`src/rtl/data_ram_copy_engine.sv`:
```
// Purpose : block copy engine; drives one port of data_ram.
//           It reads words from a source region and writes them to a destination region.
// Latency : 2+READ_LATENCY cycles per word. done pulses 3N+1 cycles after start (default latency).
//           With length 0, done pulses in the cycle after start.
// Backpressure: none on the memory side (fixed-latency RAM). start is accepted only in IDLE.
//
// Ports:
//   i_clock, i_reset        : rising-edge clock, synchronous active-high reset
//   i_start                 : copy request; sampled only while idle
//   i_src_addr, i_dst_addr  : first source / destination word address
//   i_length                : word count (0 allowed, clamped to 2^ADDR_WIDTH)
//   o_busy, o_done          : busy in READ/WAIT/WRITE; one-cycle done pulse
//   o_words_done            : words written in the current/last transfer
//   o_mem_*, i_mem_read_data: RAM read/write port (all outputs registered)
module data_ram_copy_engine #(
  parameter int ADDR_WIDTH   = 17,
  parameter int DATA_WIDTH   = 24,
  parameter int READ_LATENCY = 1
) (
  input  logic                  i_clock,
  input  logic                  i_reset,
  input  logic                  i_start,
  input  logic [ADDR_WIDTH-1:0] i_src_addr,
  input  logic [ADDR_WIDTH-1:0] i_dst_addr,
  input  logic [ADDR_WIDTH:0]   i_length,
  output logic                  o_busy,
  output logic                  o_done,
  output logic [ADDR_WIDTH:0]   o_words_done,
  output logic                  o_mem_read_enable,
  output logic                  o_mem_write_enable,
  output logic [ADDR_WIDTH-1:0] o_mem_address,
  output logic [DATA_WIDTH-1:0] o_mem_write_data,
  input  logic [DATA_WIDTH-1:0] i_mem_read_data
);

  localparam int WCW = (READ_LATENCY > 1) ? $clog2(READ_LATENCY) : 1;
  localparam logic [WCW-1:0]        WAIT_LAST = WCW'(READ_LATENCY - 1);
  localparam logic [WCW-1:0]        WAIT_ONE  = WCW'(1);
  localparam logic [ADDR_WIDTH-1:0] ADDR_ONE  = ADDR_WIDTH'(1);
  localparam logic [ADDR_WIDTH:0]   CNT_ONE   = (ADDR_WIDTH + 1)'(1);
  localparam logic [ADDR_WIDTH:0]   LEN_MAX   = CNT_ONE << ADDR_WIDTH;

  typedef enum logic [2:0] {
    ST_IDLE,
    ST_READ,
    ST_WAIT,
    ST_WRITE,
    ST_DONE
  } state_t;

  state_t                r_state;
  logic [ADDR_WIDTH-1:0] r_src;
  logic [ADDR_WIDTH-1:0] r_dst;
  logic [ADDR_WIDTH:0]   r_remaining;
  logic [ADDR_WIDTH:0]   r_words_done;
  logic [WCW-1:0]        r_wait_cnt;
  logic [DATA_WIDTH-1:0] r_hold;
  logic                  r_busy;
  logic                  r_done;
  logic                  r_read_enable;
  logic                  r_write_enable;
  logic [ADDR_WIDTH-1:0] r_mem_address;
  logic [ADDR_WIDTH:0]   w_len;

  // A request larger than the whole address space copies the space once.
  always_comb begin
    w_len = i_length;
    if (i_length > LEN_MAX) begin
      w_len = LEN_MAX;
    end
  end

  // Outputs are computed one cycle ahead from the next state, so every memory-side
  // output is a flop and nothing combinational reaches a port.
  always_ff @(posedge i_clock) begin
    if (i_reset) begin
      r_state        <= ST_IDLE;
      r_src          <= '0;
      r_dst          <= '0;
      r_remaining    <= '0;
      r_words_done   <= '0;
      r_wait_cnt     <= '0;
      r_hold         <= '0;
      r_busy         <= 1'b0;
      r_done         <= 1'b0;
      r_read_enable  <= 1'b0;
      r_write_enable <= 1'b0;
      r_mem_address  <= '0;
    end else begin
      r_done         <= 1'b0;
      r_read_enable  <= 1'b0;
      r_write_enable <= 1'b0;
      case (r_state)
        ST_IDLE: begin
          if (i_start) begin
            r_src        <= i_src_addr;
            r_dst        <= i_dst_addr;
            r_remaining  <= w_len;
            r_words_done <= '0;
            if (w_len != '0) begin
              r_state       <= ST_READ;
              r_busy        <= 1'b1;
              r_read_enable <= 1'b1;
              r_mem_address <= i_src_addr;
            end else begin
              r_state <= ST_DONE;
              r_done  <= 1'b1;
            end
          end
        end
        ST_READ: begin
          r_state    <= ST_WAIT;
          r_wait_cnt <= '0;
        end
        ST_WAIT: begin
          if (r_wait_cnt == WAIT_LAST) begin
            r_state        <= ST_WRITE;
            r_hold         <= i_mem_read_data;
            r_write_enable <= 1'b1;
            r_mem_address  <= r_dst;
          end else begin
            r_wait_cnt <= r_wait_cnt + WAIT_ONE;
          end
        end
        ST_WRITE: begin
          // Addresses wrap modulo 2^ADDR_WIDTH by natural overflow.
          r_src        <= r_src + ADDR_ONE;
          r_dst        <= r_dst + ADDR_ONE;
          r_words_done <= r_words_done + CNT_ONE;
          r_remaining  <= r_remaining - CNT_ONE;
          if (r_remaining != CNT_ONE) begin
            r_state       <= ST_READ;
            r_read_enable <= 1'b1;
            r_mem_address <= r_src + ADDR_ONE;
          end else begin
            r_state <= ST_DONE;
            r_busy  <= 1'b0;
            r_done  <= 1'b1;
          end
        end
        ST_DONE: begin
          r_state <= ST_IDLE;
        end
        default: begin
          r_state <= ST_IDLE;
          r_busy  <= 1'b0;
        end
      endcase
    end
  end

  assign o_busy             = r_busy;
  assign o_done             = r_done;
  assign o_words_done       = r_words_done;
  assign o_mem_read_enable  = r_read_enable;
  assign o_mem_write_enable = r_write_enable;
  assign o_mem_address      = r_mem_address;
  // The hold register changes only on capture, so write data naturally holds its value.
  assign o_mem_write_data   = r_hold;

endmodule

```
`config.mk`:
```
export PLATFORM = sky130hd
export DESIGN_NAME = data_ram_copy_engine
export DESIGN_NICKNAME = d
export VERILOG_FILES = /design/src/rtl/data_ram_copy_engine.sv
export SDC_FILE = /design/constraint.sdc
export NUM_CORES = 1
export LEC_CHECK = 0
export ABC_AREA = 1
export BUFFER_PORTS_ARGS = -buffer_cell sky130_fd_sc_hd__buf_2
export CAP_MARGIN = 5
export CORE_MARGIN = 2
export CORE_UTILIZATION = 43
export DETAILED_ROUTE_END_ITERATION = 7
export GPL_TIMING_DRIVEN = 0
export PLACE_DENSITY = 0.75
export SYNTH_ARGS = -nofsm -noshare
export SYNTH_HDL_FRONTEND = slang
export SYNTH_SLANG_ARGS = --single-unit
```
`constraint.sdc`:
```
create_clock -name i_clock -period 1.8 [get_ports i_clock]
set_input_delay 0.18 -clock i_clock [delete_from_list [all_inputs] [get_ports i_clock]]
set_output_delay 0.18 -clock i_clock [all_outputs]
set_load 0.01 [all_outputs]
```
==> results of run 1 <==
==> worst max-delay path, delay by kind of cell, from the launching register on <==
kind	cells	cell delay, ns
DFF	1	0.38
and+or+nand+nor	3	0.37
buffers and inverters	3	0.46
AOI/OAI and AO/OA	2	0.42
==> cells by family (layout without fill, tap and decap cells) <==
family	Yosys count	count (layout)	synth area share
xor+xnor	5	5	0.00659
compound gates	209	209	0.167
simple gates	554	554	0.358
other cells	0	1	0
fa+ha+maj	5	5	0.00941
buf+inv	165	363	0.104
flops	118	118	0.355
==> cells in the mapped netlist <==
master	n
buf_4	4
nand4_1	19
a21o_1	1
or2_0	1
nor2_4	3
buf_6	4
nand3b_1	2
nand2_2	3
or2_1	3
buf_2	18
clkbuf_1	17
clkbuf_2	1
ha_1	5
inv_1	112
nor3_1	15
o211ai_1	7
a21oi_4	1
nor2_2	4
a21oi_1	79
buf_1	3
nand2_4	4
nor2_1	160
xor2_1	1
a31oi_1	11
nand2_1	236
and3_1	1
dfxtp_1	118
or2_2	3
nand3_2	2
o22ai_1	5
o21bai_1	2
o221a_2	1
xnor2_1	4
nand3_1	98
o21ai_0	101
a22oi_1	1
inv_2	6
==> metal layers <==
metal  vias up  global-route usage
met5         -                   0
met4         0               0.120
met3        64              0.0655
met2       359               0.458
met1      3479               0.353
li1       3817                   -
==> final cells by class <==
type,instances,share of cell area
Multi-Input combinational cell,773,0.430
Sequential cell,118,0.278
Timing Repair Buffer,166,0.112
Clock buffer,24,0.0590
Inverter,118,0.0521
Buffer,47,0.0297
Tap cell,188,0.0277
Clock inverter,8,0.0112
Antenna cell,1,0.000294
==> state kept, by name (all words and copies together), names as in the netlist <==
signal,cells
r_src,17
o_mem_read_enable,1
o_done,1
o_busy,1
o_words_done,18
o_mem_write_data,24
o_mem_write_enable,1
r_remaining,18
r_dst,17
r_state,3
o_mem_address,17
==> what timing repair did <==
| action | in CTS | in global routing |
|---|---|---|
| hold buffers | 23 | 0 |
| gates cloned | 0 | 0 |
| buffers inserted | 0 | 3 |
| pin swaps | 0 | 3 |
| endpoints found under the hold margin | 23 | 0 |
| gates resized for setup | 2 | 26 |
| endpoints found under the setup margin | 2 | 47 |
==> worst min path at each step <==
stage	end	slack, ns	cells after the start
finish	o_mem_write_data[8]	0.00003	3
global placement	o_mem_write_data[11]	0.40	3
global route	r_dst[10]	0.02	3
detailed placement	o_mem_write_data[15]	0.41	3
floorplan	o_mem_write_data[0]	0.31	2
CTS	o_mem_write_data[8]	0.003	3
==> through the flow <==
step	hold WS (ns)	setup WS [ns]	cell area, um2	power, W
2_1_floorplan	0.315	0.254	6650	0.00425
3_3_place_gp	0.403	-0.169	7580	0.00484
3_5_place_dp	0.408	-0.203	7580	0.00486
4_1_cts	0.00267	0.00573	8420	0.00832
5_1_grt	0.0198	-0.0284	8500	0.00877
6_report	0.0000260	0.0837	8510	0.00841
==> report_power, final <==
group          total, W  internal, W  switching (W)
Clock           0.00347      0.00221        0.00126
Combinational   0.00185     0.000682        0.00116
Sequential      0.00309      0.00287       0.000221
==> results.yml, run 1 <==
status:
  status: "finished, final reports clean"
power:
  p_leak_nw: 3.91
  power.density_nw_per_um2: 988
  max-vdd-ir-drop_mv: 0.680
global_routing:
  grt_max_degree: 17
  antenna_found_initial: 1
  grt.overflow.total: 0
  grt_pass1_vias: 7186
  grt_usage: 0.280
  grt_first_pass_wirelength_um: 36100
synthesis:
  synthDominantAreaCellType: "dfxtp_1"
  synth_fp_nets: 1140
  ys_top_cells_by_area: "dfxtp_1 36%, nand2_1 13%, nor2_1 9.0%"
  yosysUniqueCellTypes: 37
  syn_area_um2: 6650
  syn_avg_cell_area_um2: 6.29
  yosysWarnings: 0
  ys_ff_latch: 118
  synth_top_area_share: 0.355
  syn_inst: 1056
  seq_area_frac_synth: 0.355
clock_network:
  clk_path_buf_depth: 2
  clock-sinks: 118
  cts_tree: "yes"
  cts_root_buf: "clkbuf_16"
  insertion_delay_ns: 0.42
  clk_pin_slew_ns: 0.06
  cts-buffers-inserted: 17
  htree_levels: 4
detailed_routing:
  wl_met2_um: 10500
  ant_nets: 0
  post_drt_wl_per_cell_um: 15.8
  vias: 7719
  avgViaCountPerCell: 5.35
  drt_pass1_iterations: 5
  routed.top_layer: "met4"
  wl_met3_um: 1940
  routed_wirelength_um: 22800
  drtIter0Drc: 658
  drc_errors: 0
  drt-met1-wl_um: 9660
timing:
  fin_worst_skew_ns: 0.00760
  fmax_ghz: 0.583
  setup-tns-final_ns: 0
  finalHoldViolCount: 0
  period_needed_ns: 1.72
  slew_headroom: 0.521
  drv_slew: 0
  fin_crit_sh: 0.954
  tightest_slew_ns: 0.719
  setup_viol: 0
placement:
  dp.cells: 1384
  globalplace.congestion: 0.954
  post-dp-hpwl_um: 16200
  port_buffers: 140
setup_path:
  max_stage_delay_ns: 0.38
  crit_fanout: 10
  crit_top_cell: "inv_2"
  r2r_end: "o_mem_address[4]"
  cp_cell_sequence: "inv_2 > nand2_4 > nor2_4 > inv_2 > clkbuf_4 > o211ai_1 > nand3_1 > a21oi_1"
  cp_slowest_cell: "dfxtp_1"
  ff2ff_setup_slack_ns: 0.08
  reg2reg_from: "r_state[2]"
  arrival_ns: 2.07
  crit_type: "flop to flop"
  endpoint: "o_mem_address[4]"
  cp-end-kind: "flop"
  r2r_cells: 8
  required_ns: 2.15
  crit_start: "r_state[2]"
  start_kind: "flop"
cells_and_area:
  finalNonFillerCells: 1443
  layout_common_cells: "234 x nand2_1, 156 x nor2_1, 156 x buf_2"
  nFillCells: 1457
  regArea_um2: 2370
  mostFrequentLayoutCell: "nand2_1"
  nNetsFinal: 1325
  drive_above_1_share: 0.195
  multi_input_area_um2: 3650
  syn2layout_area_growth_pct: 28.0
  post-route-util: 0.562
floorplan:
  fp.dieH_um: 128
  rows: 45
  coreArea_um2: 15100
  die_w_um: 128
  dieArea_um2: 16500
  ios: 142
  initial_core_util: 0.439
run:
  maxCapViolCount: 0
min_path:
  hp-class: "primary input to flop"
  min-delay-start: "i_mem_read_data[8]"
No activity file was read; power rests on OpenSTA's default activity.
==> run 2: changes to the inputs <==
Settings changed: ABC_AREA 1 to unset, CAP_MARGIN 5 to 20, PLACE_DENSITY 0.75 to 0.76.
==> results.yml, run 2 <==
synthesis:
  synth_edf_count: 0
  yosysUniqueCellTypes: 60
  yosysMostFrequentCell: "dfxtp_1"
  synthXorXnorAreaFrac: 0.0112
  synth_compound_area_frac: 0.202
  synth_top_area_share: 0.378
  synthAdderAreaFrac: 0.0100
  synthDominantAreaCellType: "dfxtp_1"
  ys_ff_latch: 118
  synthArstFlopShare: 0
  synth_fp_nets: 894
  syn_avg_cell_area_um2: 7.72
  syn_inst: 810
  synth_top_family_by_area: "simple AND/OR/NAND/NOR gates"
  yosys.area_share.simple: 0.291
  seq_area_frac_synth: 0.378
  synthMuxAreaShare: 0.0606
  ys_top_cells_by_area: "dfxtp_1 38%, nand2_1 6.7%, a21oi_1 6.3%"
  ys.flop_type: "dfxtp_1"
  syn_area_um2: 6250
  yosysWarnings: 0
  synthTopCellsByCount: "118 x dfxtp_1, 112 x nand2_1, 80 x nor2_1, 79 x a21oi_1, 51 x clkbuf_1"
power:
  max-vdd-ir-drop_mv: 0.691
  total_power_w: 0.00931
  p_clk_frac: 0.384
  power.density_nw_per_um2: 910
  combPwrFrac: 0.288
  power.share.switching: 0.316
  netSwitchingPower_w: 0.00294
  power.internal_w: 0.00637
  pwr-share-seq: 0.328
  p_leak_nw: 4.16
floorplan:
  die_w_um: 125
  dieArea_um2: 15500
  initial_core_util: 0.435
  coreArea_um2: 14400
  fp.dieH_um: 125
  rows: 44
  ios: 142
global_routing:
  grt_pass1_vias: 7000
  grt_first_pass_wirelength_um: 36900
  grt.overflow.total: 0
  grt_usage: 0.299
  grt_max_degree: 17
  antenna_found_initial: 0
timing:
  setup_ws_ns: -0.589
  setup_viol: 92
  finalHoldViolCount: 0
  fmax_ghz: 0.419
  fin_crit_sh: 1.33
  drv_slew: 0
  fin_worst_skew_ns: 0.00898
  grt_setup_unrepaired: "yes"
  tightest_slew_ns: 0.964
  period_needed_ns: 2.39
  slew_headroom: 0.357
detailed_routing:
  drt_pass1_iterations: 8
  avgViaCountPerCell: 6.24
  drc_errors: 0
  post_drt_wl_per_cell_um: 21.6
  routed_wirelength_um: 27400
  ant_nets: 0
  vias: 7908
  drtIter0Drc: 942
cells_and_area:
  post-route-util: 0.712
  drive_above_1_share: 0.439
  antenna_cells: 0
  postLayoutCellArea_um2: 10200
  syn2layout_area_growth_pct: 63.7
  mostFrequentLayoutCell: "buf_2"
  largest_reg_flops: 24
  nNetsFinal: 1154
  layout_common_cells: "143 x buf_2, 98 x dfxtp_1, 94 x nand2_1"
  nFillCells: 1035
clock_network:
  clk_path_buf_depth: 2
  cts_root_buf: "clkbuf_16"
  clk_pin_slew_ns: 0.06
  cts_tree: "yes"
  cts-buffers-inserted: 17
  insertion_delay_ns: 0.44
  htree_levels: 4
  clock-sinks: 118
placement:
  place_area_um2: 7330
  globalplace.congestion: 0.985
  post-dp-hpwl_um: 14800
  port_buffers: 140
run:
  maxCapViolCount: 0
setup_path:
  start_kind: "flop"
  crit_type: "flop to flop"
  required_ns: 2.12
  cp-end-kind: "flop"
  cp_slowest_cell: "or4_4"
  arrival_ns: 2.71
  cp_cell_sequence: "or4_4 > nor4b_4 > a31oi_1 > o21bai_1 > buf_6 > buf_12 > mux2_4"
  max_stage_delay_ns: 0.56
  crit_fanout: 8
status:
  violations: "setup timing"
  status: "complete, but fails checks"
min_path:
  hp-class: "primary input to flop"
==> run 2: cell type report <==
cell class                      count  area, um2  area share
Clock inverter                     13        154      0.0150
Tap cell                          184        230      0.0225
Inverter                           11       41.3     0.00404
Timing Repair Buffer              251       1930       0.189
Multi-Input combinational cell    619       4500       0.440
Clock buffer                       19        453      0.0443
Sequential cell                   118       2410       0.235
Buffer                             52        517      0.0505
==> run 2: cells by family (layout without fill, tap and decap cells) <==
family | Yosys count | after routing
fa+ha+maj | 5 | 5
flops | 118 | 118
mux | 34 | 34
buf+inv | 73 | 346
simple gates | 367 | 367
xor+xnor | 8 | 8
compound gates | 205 | 205
==> run 2: stage by stage <==
step | instances | TNS [ns] | worst slack, ns | hold slack, ns
6_report | 1267 | -23.73 | -0.589 | 0.00510
5_1_grt | 1267 | -26.56 | -0.597 | 0.0160
4_1_cts | 1227 | -12.51 | -0.446 | 0.000990
3_5_place_dp | 1134 | -56.57 | -0.919 | 0.426
3_3_place_gp | 1134 | -52.83 | -0.905 | 0.421
2_1_floorplan | 810 | -5.66 | -0.381 | 0.316
==> run 2: power by group through the flow <==
stage	Sequential, W	Clock, W	Combinational [W]
6_report	0.00305	0.00357	0.00269
3_5_place_dp	0.00304	0	0.00153
5_1_grt	0.00307	0.00369	0.00279
2_1_floorplan	0.00305	0	0.000981
4_1_cts	0.00301	0.00355	0.00207
3_3_place_gp	0.00304	0	0.00151
==> run 2: critical path, delay by kind of cell (launching register included) <==
family,cells,cell delay [ns]
simple gates,2,0.89
compound gates,2,0.45
flops,1,0.33
buf+inv,2,0.30
mux,1,0.30
==> run 2: path summary, 6_finish.rpt <==
check | to | cells after the start | start | slack [ns]
worst min-delay path | r_src[2] | 3 | i_src_addr[2] | 0.005
worst min register to register | o_mem_write_data[20] | 2 | o_mem_write_data[20] | 0.45
worst max-delay path | o_mem_address[2] | 7 | r_remaining[16] | -0.59
worst max register to register | o_mem_address[2] | 7 | r_remaining[16] | -0.59
==> run 2: what timing repair did <==
item | 4_1_cts | 5_1_grt
endpoints found under the hold margin | 27 | 0
pin swaps | 42 | 76
gates cloned | 1 | 7
setup buffers | 39 | 41
setup endpoints to repair | 117 | 113
hold buffers | 27 | 0
gates resized for setup | 192 | 161
==> run 2: metal layers <==
metal / GRT usage / share of wire / routed length, um
met5: 0 / 0 / 0
met4: 0.137 / 0.057 / 1570
met3: 0.0765 / 0.11 / 3050
met2: 0.487 / 0.46 / 12700
met1: 0.371 / 0.37 / 10100
